===== config.mk =====
export PLATFORM = sky130hd
export DESIGN_NAME = mips_ctrl_decode
export DESIGN_NICKNAME = d
export VERILOG_FILES = /design/src/rtl/mips_ctrl_decode.sv
export SDC_FILE = /design/constraint.sdc
export NUM_CORES = 1
export LEC_CHECK = 0
export CELL_PAD_IN_SITES_DETAIL_PLACEMENT = 0
export CELL_PAD_IN_SITES_GLOBAL_PLACEMENT = 1
export CORE_AREA = 4 4 41 43
export DETAILED_ROUTE_END_ITERATION = 16
export DIE_AREA = 0 0 45 47
export DONT_BUFFER_PORTS = 1
export GPL_TIMING_DRIVEN = 0
export PLACE_DENSITY_LB_ADDON = 0.1
export SLEW_MARGIN = 0
export SYNTH_ARGS = -nofsm -noshare
export SYNTH_HDL_FRONTEND = slang
export SYNTH_SLANG_ARGS = --single-unit

===== constraint.sdc =====
create_clock -name clk -period 1.6 [get_ports clk]
set_input_delay 0.24 -clock clk [delete_from_list [all_inputs] [get_ports clk]]
set_output_delay 0.24 -clock clk [all_outputs]
set_load 0.005 [all_outputs]

===== src/rtl/mips_ctrl_decode.sv =====
// mips_ctrl_decode: registered MIPS-subset control decoder.
// Main control (opcode -> datapath strobes + ALU-op class) and ALU control
// (ALU-op class + funct -> ALU select) are decoded in parallel from their own
// inputs and registered together, so every output has one cycle of latency.
module mips_ctrl_decode #(
    parameter int OPW = 6,
    parameter int ACW = 4
) (
    input  logic           clk,
    input  logic           rst,
    input  logic [OPW-1:0] instr_op,
    input  logic [1:0]     alu_op_in,
    input  logic [OPW-1:0] instruction_5_0,
    output logic           reg_dst,
    output logic           alu_src,
    output logic           mem_to_reg,
    output logic           reg_write,
    output logic           mem_read,
    output logic           mem_write,
    output logic           branch,
    output logic [1:0]     alu_op,
    output logic [ACW-1:0] alu_out,
    output logic           illegal_op
);

    // Supported opcodes
    localparam logic [OPW-1:0] OP_RTYPE = 6'b000000;
    localparam logic [OPW-1:0] OP_LW    = 6'b100011;
    localparam logic [OPW-1:0] OP_SW    = 6'b101011;
    localparam logic [OPW-1:0] OP_BEQ   = 6'b000100;

    // ALU-op classes
    localparam logic [1:0] AOP_ADD = 2'b00;
    localparam logic [1:0] AOP_SUB = 2'b01;
    localparam logic [1:0] AOP_FN  = 2'b10;

    // ALU operation selects
    localparam logic [ACW-1:0] ALU_AND = 4'b0000;
    localparam logic [ACW-1:0] ALU_OR  = 4'b0001;
    localparam logic [ACW-1:0] ALU_ADD = 4'b0010;
    localparam logic [ACW-1:0] ALU_SUB = 4'b0110;
    localparam logic [ACW-1:0] ALU_SLT = 4'b0111;
    localparam logic [ACW-1:0] ALU_NOR = 4'b1100;

    // Bundled main-control word so decode and register stay in lockstep
    typedef struct packed {
        logic       reg_dst;
        logic       alu_src;
        logic       mem_to_reg;
        logic       reg_write;
        logic       mem_read;
        logic       mem_write;
        logic       branch;
        logic [1:0] alu_op;
        logic       illegal_op;
    } ctrl_t;

    ctrl_t          w_ctrl;
    logic [ACW-1:0] w_alu_sel;
    ctrl_t          r_ctrl;
    logic [ACW-1:0] r_alu_sel;

    // Main control: unrecognised opcodes leave every strobe low and flag illegal
    always_comb begin
        w_ctrl            = '0;
        w_ctrl.alu_op     = AOP_ADD;
        w_ctrl.illegal_op = 1'b0;
        unique case (instr_op)
            OP_RTYPE: begin
                w_ctrl.reg_dst   = 1'b1;
                w_ctrl.reg_write = 1'b1;
                w_ctrl.alu_op    = AOP_FN;
            end
            OP_LW: begin
                w_ctrl.alu_src    = 1'b1;
                w_ctrl.mem_to_reg = 1'b1;
                w_ctrl.reg_write  = 1'b1;
                w_ctrl.mem_read   = 1'b1;
            end
            OP_SW: begin
                w_ctrl.alu_src   = 1'b1;
                w_ctrl.mem_write = 1'b1;
            end
            OP_BEQ: begin
                w_ctrl.branch = 1'b1;
                w_ctrl.alu_op = AOP_SUB;
            end
            default: begin
                w_ctrl.illegal_op = 1'b1;
            end
        endcase
    end

    // ALU control: class bit 1 wins (so 11 still decodes funct); funct[5:4] ignored
    always_comb begin
        w_alu_sel = ALU_ADD;
        if (alu_op_in[1]) begin
            case (instruction_5_0[3:0])
                4'b0000: w_alu_sel = ALU_ADD;
                4'b0010: w_alu_sel = ALU_SUB;
                4'b0100: w_alu_sel = ALU_AND;
                4'b0101: w_alu_sel = ALU_OR;
                4'b0111: w_alu_sel = ALU_NOR;
                4'b1010: w_alu_sel = ALU_SLT;
                default: w_alu_sel = ALU_ADD;
            endcase
        end else if (alu_op_in[0]) begin
            w_alu_sel = ALU_SUB;
        end else begin
            w_alu_sel = ALU_ADD;
        end
    end

    // Output register; synchronous reset clears everything including illegal_op
    always_ff @(posedge clk) begin
        if (rst) begin
            r_ctrl    <= '0;
            r_alu_sel <= '0;
        end else begin
            r_ctrl    <= w_ctrl;
            r_alu_sel <= w_alu_sel;
        end
    end

    assign reg_dst    = r_ctrl.reg_dst;
    assign alu_src    = r_ctrl.alu_src;
    assign mem_to_reg = r_ctrl.mem_to_reg;
    assign reg_write  = r_ctrl.reg_write;
    assign mem_read   = r_ctrl.mem_read;
    assign mem_write  = r_ctrl.mem_write;
    assign branch     = r_ctrl.branch;
    assign alu_op     = r_ctrl.alu_op;
    assign illegal_op = r_ctrl.illegal_op;
    assign alu_out    = r_alu_sel;

endmodule


==> results of run 1 <==
cells in the mapped netlist (2+ instances only):
cell / n
buf_4: 2
dfxtp_1: 12
inv_1: 3
nor3_1: 5
final cells by class:
class	count	area (µm²)	share of cell area
inverter	3	11.26	0.02394
sequential	12	240.2	0.5106
clock buffer	3	22.52	0.04787
tap	15	18.77	0.03989
buffer	3	18.77	0.03989
multi-input combinational	23	158.9	0.3378
cell families after synthesis:
| family | synth area share |
|---|---|
| and+or+nand+nor | 0.2566 |
| DFF | 0.5598 |
| AOI/OAI and AO/OA | 0.1137 |
| buffers and inverters | 0.06995 |
metal layers:
metal	GRT usage	up-vias	wire, µm
met5	0	-	0
met4	0.05263	0	6
met3	0.05364	2	151
met2	0.1215	24	372
met1	0.1039	144	358
li1	-	155	-
report_power, final:
part / switching [W] / internal [W]
registers: 0.00000339 / 0.000305
logic: 0.0000125 / 0.0000114
clock network: 0.0000894 / 0.0000868
flip-flops by register name, indices dropped and copies added (netlist names):
name / count
reg_write: 1
branch: 1
alu_src: 1
illegal_op: 1
mem_write: 1
mem_read: 1
alu_out: 4
alu_op: 1
reg_dst: 1
per-stage QoR:
step / total power [W] / area [µm²] / hold slack [ns]
4_1_cts: 0.0005172 / 470.5 / 0.03427
2_1_floorplan: 0.0003353 / 429.2 / 0.3176
3_3_place_gp: 0.0003390 / 447.9 / 0.3228
3_5_place_dp: 0.0003397 / 447.9 / 0.3223
5_1_grt: 0.0005285 / 470.5 / 0.03093
6_report: 0.0005087 / 470.5 / 0.04381
path summary, 6_finish.rpt:
check	cells past startpoint	slack [ns]	end	from
worst max-delay path	1	0.62	mem_to_reg	mem_read
worst min-delay path	1	0.04	mem_read	instr_op[3]
==> results.md, run 1 <==
* Power Density at 1081 mW/mm²
* Max clock buf depth at 2
* Endpoints failing setup at 0
* Boundary pin count at 30
* Grt ovf at 0
* Crit Path Class: reg2out
* Worst min-delay path class: in2reg
* Yosys Warn Count at 0
* Crit path max-delay cell type: dfxtp_1
* Synth top area cells: dfxtp_1, nor3_1, buf_4
* Least-Margin Pin Slew at 0.4309 ns
* Clock Tree Root: clkbuf_4
* Gr usage total at 0.08817
* Max Slew Vio Count at 0
* VDD IR max at 0.0003423 V
* Register area share after synthesis at 0.5598
* Top FF cell, synth: dfxtp_1
* RSZ-0062 raised after global routing: no
* Slew margin rel. at 0.7127
* Residual DRC at 0
* First-pass GRT wire length at between 1 and 1.5 mm
* F_max at 1022 MHz
* Commonest non-fill, non-tap cell in the layout: dfxtp_1
* CTS H-tree depth at 1
* Setup crit start kind: flop
* CTS Sinks at 12
* Die Span Y at 47 µm
* Slowest stage delay, CP at 0.36 ns
* Top-area cell type share of the netlist area at 0.5598
* Max cap viols at 0
* Worst-path clk slew at 0.07 ns
* Initial antenna violation count at 0
* Leak at approximately 0.18 nW
* Nets at 62
* FP Rows at 13
* Starting density of the core at 0.3298
* WL final at ~890 µm
* Placed cell count at 56
* Die W at 45 µm
* Crit path max-delay family: flip-flops
* Crit end category: output pin
* Layout fillers at 144
* DP HPWL at 717.7 µm
* CTS tree: yes
* EDFF count, synth at 0
* Setup TNS at 0 ns
* Synth Cell Area at 429.2 µm²
* Syn_nets at 57
* Dpl ws at 0.3754 ns
* WL/cell at 15.05 µm
* Die area at 0.002115 mm²
* Post-CTS Hold Buffers at 0
* Status: finished clean
* Synthesized instance count at 41
* Min Tclk post-route at 0.9787 ns
* Most frequent cells in the layout: dfxtp_1, nor3_1, inv_1, clkbuf_4, buf_4
* Area Overhead vs Synth at 9.621%
* Final worst slack at 0.6213 ns
* Max FO, Critical Path at 2
* Asr flop ratio synth at 0
* DRC marker count from the first detailed-route iteration at 4
* Vias in the first global route at 328
* Layout cells sized above 1 at 0.1591
* Port bufs at 0
* DRT Pass-1 Iters at 4
* Core area at between 0.001 and 0.0015 mm²
* Yosys top cell by area: dfxtp_1
* Num CTS Buffers at 3
* Setup Fix Bufs, Post-CTS at 0
* # resized after CTS at 0
* Yosys reg bits at 12
* Synth cell types at 23
* Hold Fails Final Rpt at 0
* Crit-path cells: buf_4
* Tcrit/Tclk final at 0.6117
* Crit path arrival time at 0.74 ns
* Worst path bufs/invs at 1
* DR vias at roughly 330
* RD Place Congestion at between 0.6 and 0.7
* Final core occ at 0.3615
* Syn avg cell area at 10.47 µm²
* Largest net degree at the start of global routing at 11
* Worst Path Required at 1.36 ns
* Diode count at 0
* Final std cells w/o fill at between 50 and 60
* Post-DRT Antenna Nets at 0
* Number of vias per cell at 5.508
Power figures use the tool's default switching activity.
==> run 2: changes to the inputs <==
clock period = 0.9 ns   (was 1.6 ns; I/O delays follow)
==> results.md, run 2 (synthesis gave the netlist of run 1 again) <==
* DR vias at 329
* Commonest non-fill, non-tap cell in the layout: dfxtp_1
* RSZ-0062 raised after global routing: no
* Port bufs at 0
* Starting density of the core at 0.3298
* Sequential Area at about 240 µm²
* DRT Pass-1 Iters at 4
* Setup crit start kind: flop
* Origin of the worst setup path: branch
* Power Density at approximately 1900 mW/mm²
* Area Overhead vs Synth at 12.24%
* Number of vias per cell at 5.483
* F_max at 1162 MHz
* Die area at 0.002115 mm²
* DRC marker count from the first detailed-route iteration at 4
* Crit path max-delay family: flip-flops
* Nets at between 60 and 70
* Die W at 45 µm
* Gr usage total at 0.08817
* Area of the multi-input gates at 158.9 µm²
* Layout fillers at about 140
* WL final at 891 µm
* Endpoints failing setup at 0
* Final std cells w/o fill at 60
* Least-Margin Pin Slew at ~0.43 ns
* Initial antenna violation count at 0
* Worst min-delay path class: in2reg
* Worst hold slack at -0.07017 ns
* Grt ovf at 0
* CTS H-tree depth at 1
* Vias in the first global route at between 300 and 400
* Final core occ at 0.3702
* CTS Sinks at 12
* Crit-path cells: buf_4
* Worst path bufs/invs at 1
* DP HPWL at 717.7 µm
* Max Slew Vio Count at 0
* Placed cell count at 56
* Worst-path clk slew at 0.07 ns
* VDD IR max at 0.0006156 V
* Crit path arrival time at 0.73 ns
* Slew margin rel. at 0.7142
* Leak at 0.1832 nW
* CTS tree: yes
* Worst Path Required at roughly 0.76 ns
* Die Span Y at 47 µm
* Failing checks: hold timing
* WL/cell at 14.85 µm
* Max FO, Critical Path at 2
* Dpl ws at -0.2196 ns
* Post-CTS Hold Buffers at 1
* RD Place Congestion at about 0.67
* Crit path max-delay cell type: dfxtp_1
* Status: finished with violations
* Critical Path End: alu_op[0]
* Largest net degree at the start of global routing at 11
* Min Tclk post-route at 0.8610 ns
* Boundary pin count at 30
* Design Area, Final at 481.7 µm²
* Num CTS Buffers at 3
* Max cap viols at 0
* Post-DRT Antenna Nets at 0
* Max reg flops at 4
* Most frequent cells in the layout: dfxtp_1, nor3_1, inv_1, clkbuf_4, buf_4
* Clock Tree Root: clkbuf_4
* Crit end category: output pin
* Slowest stage delay, CP at around 0.35 ns
* Final worst slack at 0.03904 ns
* Tcrit/Tclk final at 0.9566
* Core area at 0.001301 mm²
* Crit Path Class: reg2out
* Diode count at 0
* Placed cell area at 447.9 µm²
* Hold Fails Final Rpt at 4
* Layout cells sized above 1 at 0.1778
* Worst path depth at 1
* Max clock buf depth at 2
* FP Rows at 13
* First-pass GRT wire length at 1.317 mm
* Residual DRC at 0
-- run 2: cell count changes in the layout (fill, tap and decap cells not counted) --
cell,change
dlygate4sd3_1,+1
dfxtp_2,+1
dfxtp_1,-1
-- run 2: per-layer routing --
layer,wire length [µm],global-route usage,vias up
met4,6,0.05263,0
met2,376,0.1243,24
met3,151,0.05364,2
met1,357,0.1016,146
li1,-,-,157
met5,0,0,-
-- run 2: what timing repair did --
item	in CTS	in global routing
hold endpoints to repair	5	4
endpoints found under the setup margin	0	1
buffers inserted	0	0
gates resized for setup	0	1
-- run 2: worst min-delay path by stage --
stage	startpoint	end	depth (start not counted)	slack, ns
2_1_floorplan	instr_op[2]	alu_op[1]	1	0.21
3_3_place_gp	instr_op[3]	mem_read	1	0.22
3_5_place_dp	instr_op[3]	mem_read	1	0.22
4_1_cts	instr_op[2]	mem_read	1	-0.07
5_1_grt	instr_op[2]	mem_read	1	-0.08
6_report	instr_op[2]	mem_read	1	-0.07
-- run 2: report_power, final --
| part | switching, W | internal [W] |
|---|---|---|
| Sequential | 0.00000603 | 0.000543 |
| Clock | 0.000162 | 0.000154 |
| Combinational | 0.0000230 | 0.0000232 |
-- run 2: per-stage QoR --
stage / total power, W / setup TNS, ns
floorplan: 0.0005961 / -0.6573
global placement: 0.0006026 / -0.8537
detailed placement: 0.0006039 / -0.9103
CTS: 0.0009233 / 0
global route: 0.0009436 / 0
finish: 0.0009110 / 0
-- run 2: area by class of cell --
cell class,instances,area share
Sequential cell,12,0.5013
Multi-Input combinational cell,23,0.3299
Clock buffer,3,0.04675
Buffer,3,0.03896
Tap cell,15,0.03896
Inverter,3,0.02338
Timing Repair Buffer,1,0.02078
==> run 3: changes to the inputs <==
clock period = 0.8 ns   (was 0.9 ns; I/O delays follow)
==> results.md, run 3 (synthesis gave the netlist of run 1 again) <==
* Max cap viols at 0
* DP HPWL at roughly 730 µm
* Residual DRC at 0
* Worst-path clk slew at 0.07 ns
* Final Power at 0.001154 W
* Port bufs at 0
* VDD IR max at 0.0005654 V
* Die area at 0.002115 mm²
* WL/cell at between 15 and 20 µm
* Die Span Y at 47 µm
* Starting density of the core at 0.3298
* Power Density at about 2100 mW/mm²
* Initial antenna violation count at 0
* DRC marker count from the first detailed-route iteration at 6
* RD Place Congestion at between 0.6 and 0.7
* Gr usage total at 0.09437
* Worst min-delay path class: in2reg
* FP Rows at 13
* Post-CTS Hold Buffers at 4
* DR vias at between 300 and 400
* Worst hold slack at -0.08430 ns
* Status: finished with violations
* Most frequent cells in the layout: dfxtp_1, dlygate4sd3_1, nor3_1, inv_1, clkbuf_4
* Num CTS Buffers at 3
* Layout cells sized above 1 at 0.2857
* Crit path max-delay family: simple AND/OR/NAND/NOR gates
* Leak at 0.2102 nW
* Clock Tree Root: clkbuf_4
* CP dominant cell by count: or3_4
* F_max at between 1000 and 1500 MHz
* Nets at 66
* Boundary pin count at 30
* Hold Fails Final Rpt at 4
* Grt ovf at 0
* Post-DRT Antenna Nets at 0
* DRT Pass-1 Iters at 5
* Crit end category: flop
* CTS H-tree depth at 1
* Setup crit start kind: input port
* Slew margin rel. at 0.8271
* Endpoints failing setup at 5
* Design Area, Final at 550.5 µm²
* Crit path max-delay cell type: or3_4
* Failing checks: hold timing, setup timing
* Commonest non-fill, non-tap cell in the layout: dfxtp_1
* Max clock buf depth at 2
* Placed cell area at 449.2 µm²
* Layout fillers at roughly 140
* Area Overhead vs Synth at 28.28%
* Vias in the first global route at roughly 360
* Max FO, Critical Path at 4
* Die W at 45 µm
* Number of vias per cell at 5.484
* Min Tclk post-route at 0.8238 ns
* Worst path bufs/invs at 0
* Largest net degree at the start of global routing at 11
* Setup Fix Bufs, Post-CTS at 0
* Max reg flops at 4
* Crit path arrival time at approximately 1.0 ns
* Least-Margin Pin Slew at roughly 0.26 ns
* Max Slew Vio Count at 0
* Tcrit/Tclk final at 1.030
* RSZ-0062 raised after global routing: yes
* Diode count at 0
* Crit-path cells: or3_4 > or3_4 > nor3b_2
* Worst Path Required at around 1 ns
* WL final at 969 µm
* Slowest stage delay, CP at 0.37 ns
* First-pass GRT wire length at 1.373 mm
* Setup TNS at -0.1018 ns
* Core area at 0.001301 mm²
* CTS Sinks at 12
* Crit Path Class: in2reg
* Final worst slack at -0.02379 ns
* CTS tree: yes
run 3: cell types whose count changed in the layout (fill, tap and decap cells not counted), moves of 2 or more:
cell | previous run | this run
buf_6 | 0 | 2
dlygate4sd3_1 | 1 | 4
buf_4 | 2 | 0
nor3_1 | 5 | 3
nor3_2 | 0 | 2
run 3: power breakdown:
group,total [W],internal (W),switching (W)
Sequential,0.000617,0.000610,0.00000683
Clock,0.000467,0.000276,0.000191
Combinational,0.0000693,0.0000387,0.0000305
run 3: worst paths after layout:
| check | endpoint | startpoint | cells past startpoint |
|---|---|---|---|
| worst min-delay path | alu_op[1] | instr_op[2] | 1 |
| worst max-delay path | branch | instr_op[0] | 3 |
run 3: layout make-up:
type	count	area (µm²)	area share
plain buffers	3	27.53	0.05000
flip-flops and latches	12	242.7	0.4409
well taps	15	18.77	0.03409
repair buffers	4	40.04	0.07273
multi-input cells	23	173.9	0.3159
clock buffers	4	36.28	0.06591
inverters	3	11.26	0.02045
run 3: layer usage:
metal | up-vias | track usage | part of all wire
met3 | 0 | 0.06130 | 0.16
met2 | 25 | 0.1469 | 0.49
li1 | 163 | - | -
met1 | 163 | 0.08966 | 0.35
met5 | - | 0 | 0
met4 | 0 | 0.07018 | 0
run 3: metrics by stage:
step	hold slack (ns)	setup WS (ns)	util	cells
4_1_cts	-0.09305	-0.03848	0.4192	64
6_report	-0.08430	-0.02379	0.4231	64
2_1_floorplan	0.1976	-0.2821	-	41
5_1_grt	-0.09816	-0.05531	0.4231	64
3_3_place_gp	0.2030	-0.3111	0.3452	56
3_5_place_dp	0.2048	-0.3273	0.3452	56
run 3: repair_timing:
item	CTS	global route
hold endpoints to repair	8	4
resized for setup	6	1
cloned	0	0
endpoints found under the setup margin	6	6
pin swaps	0	1
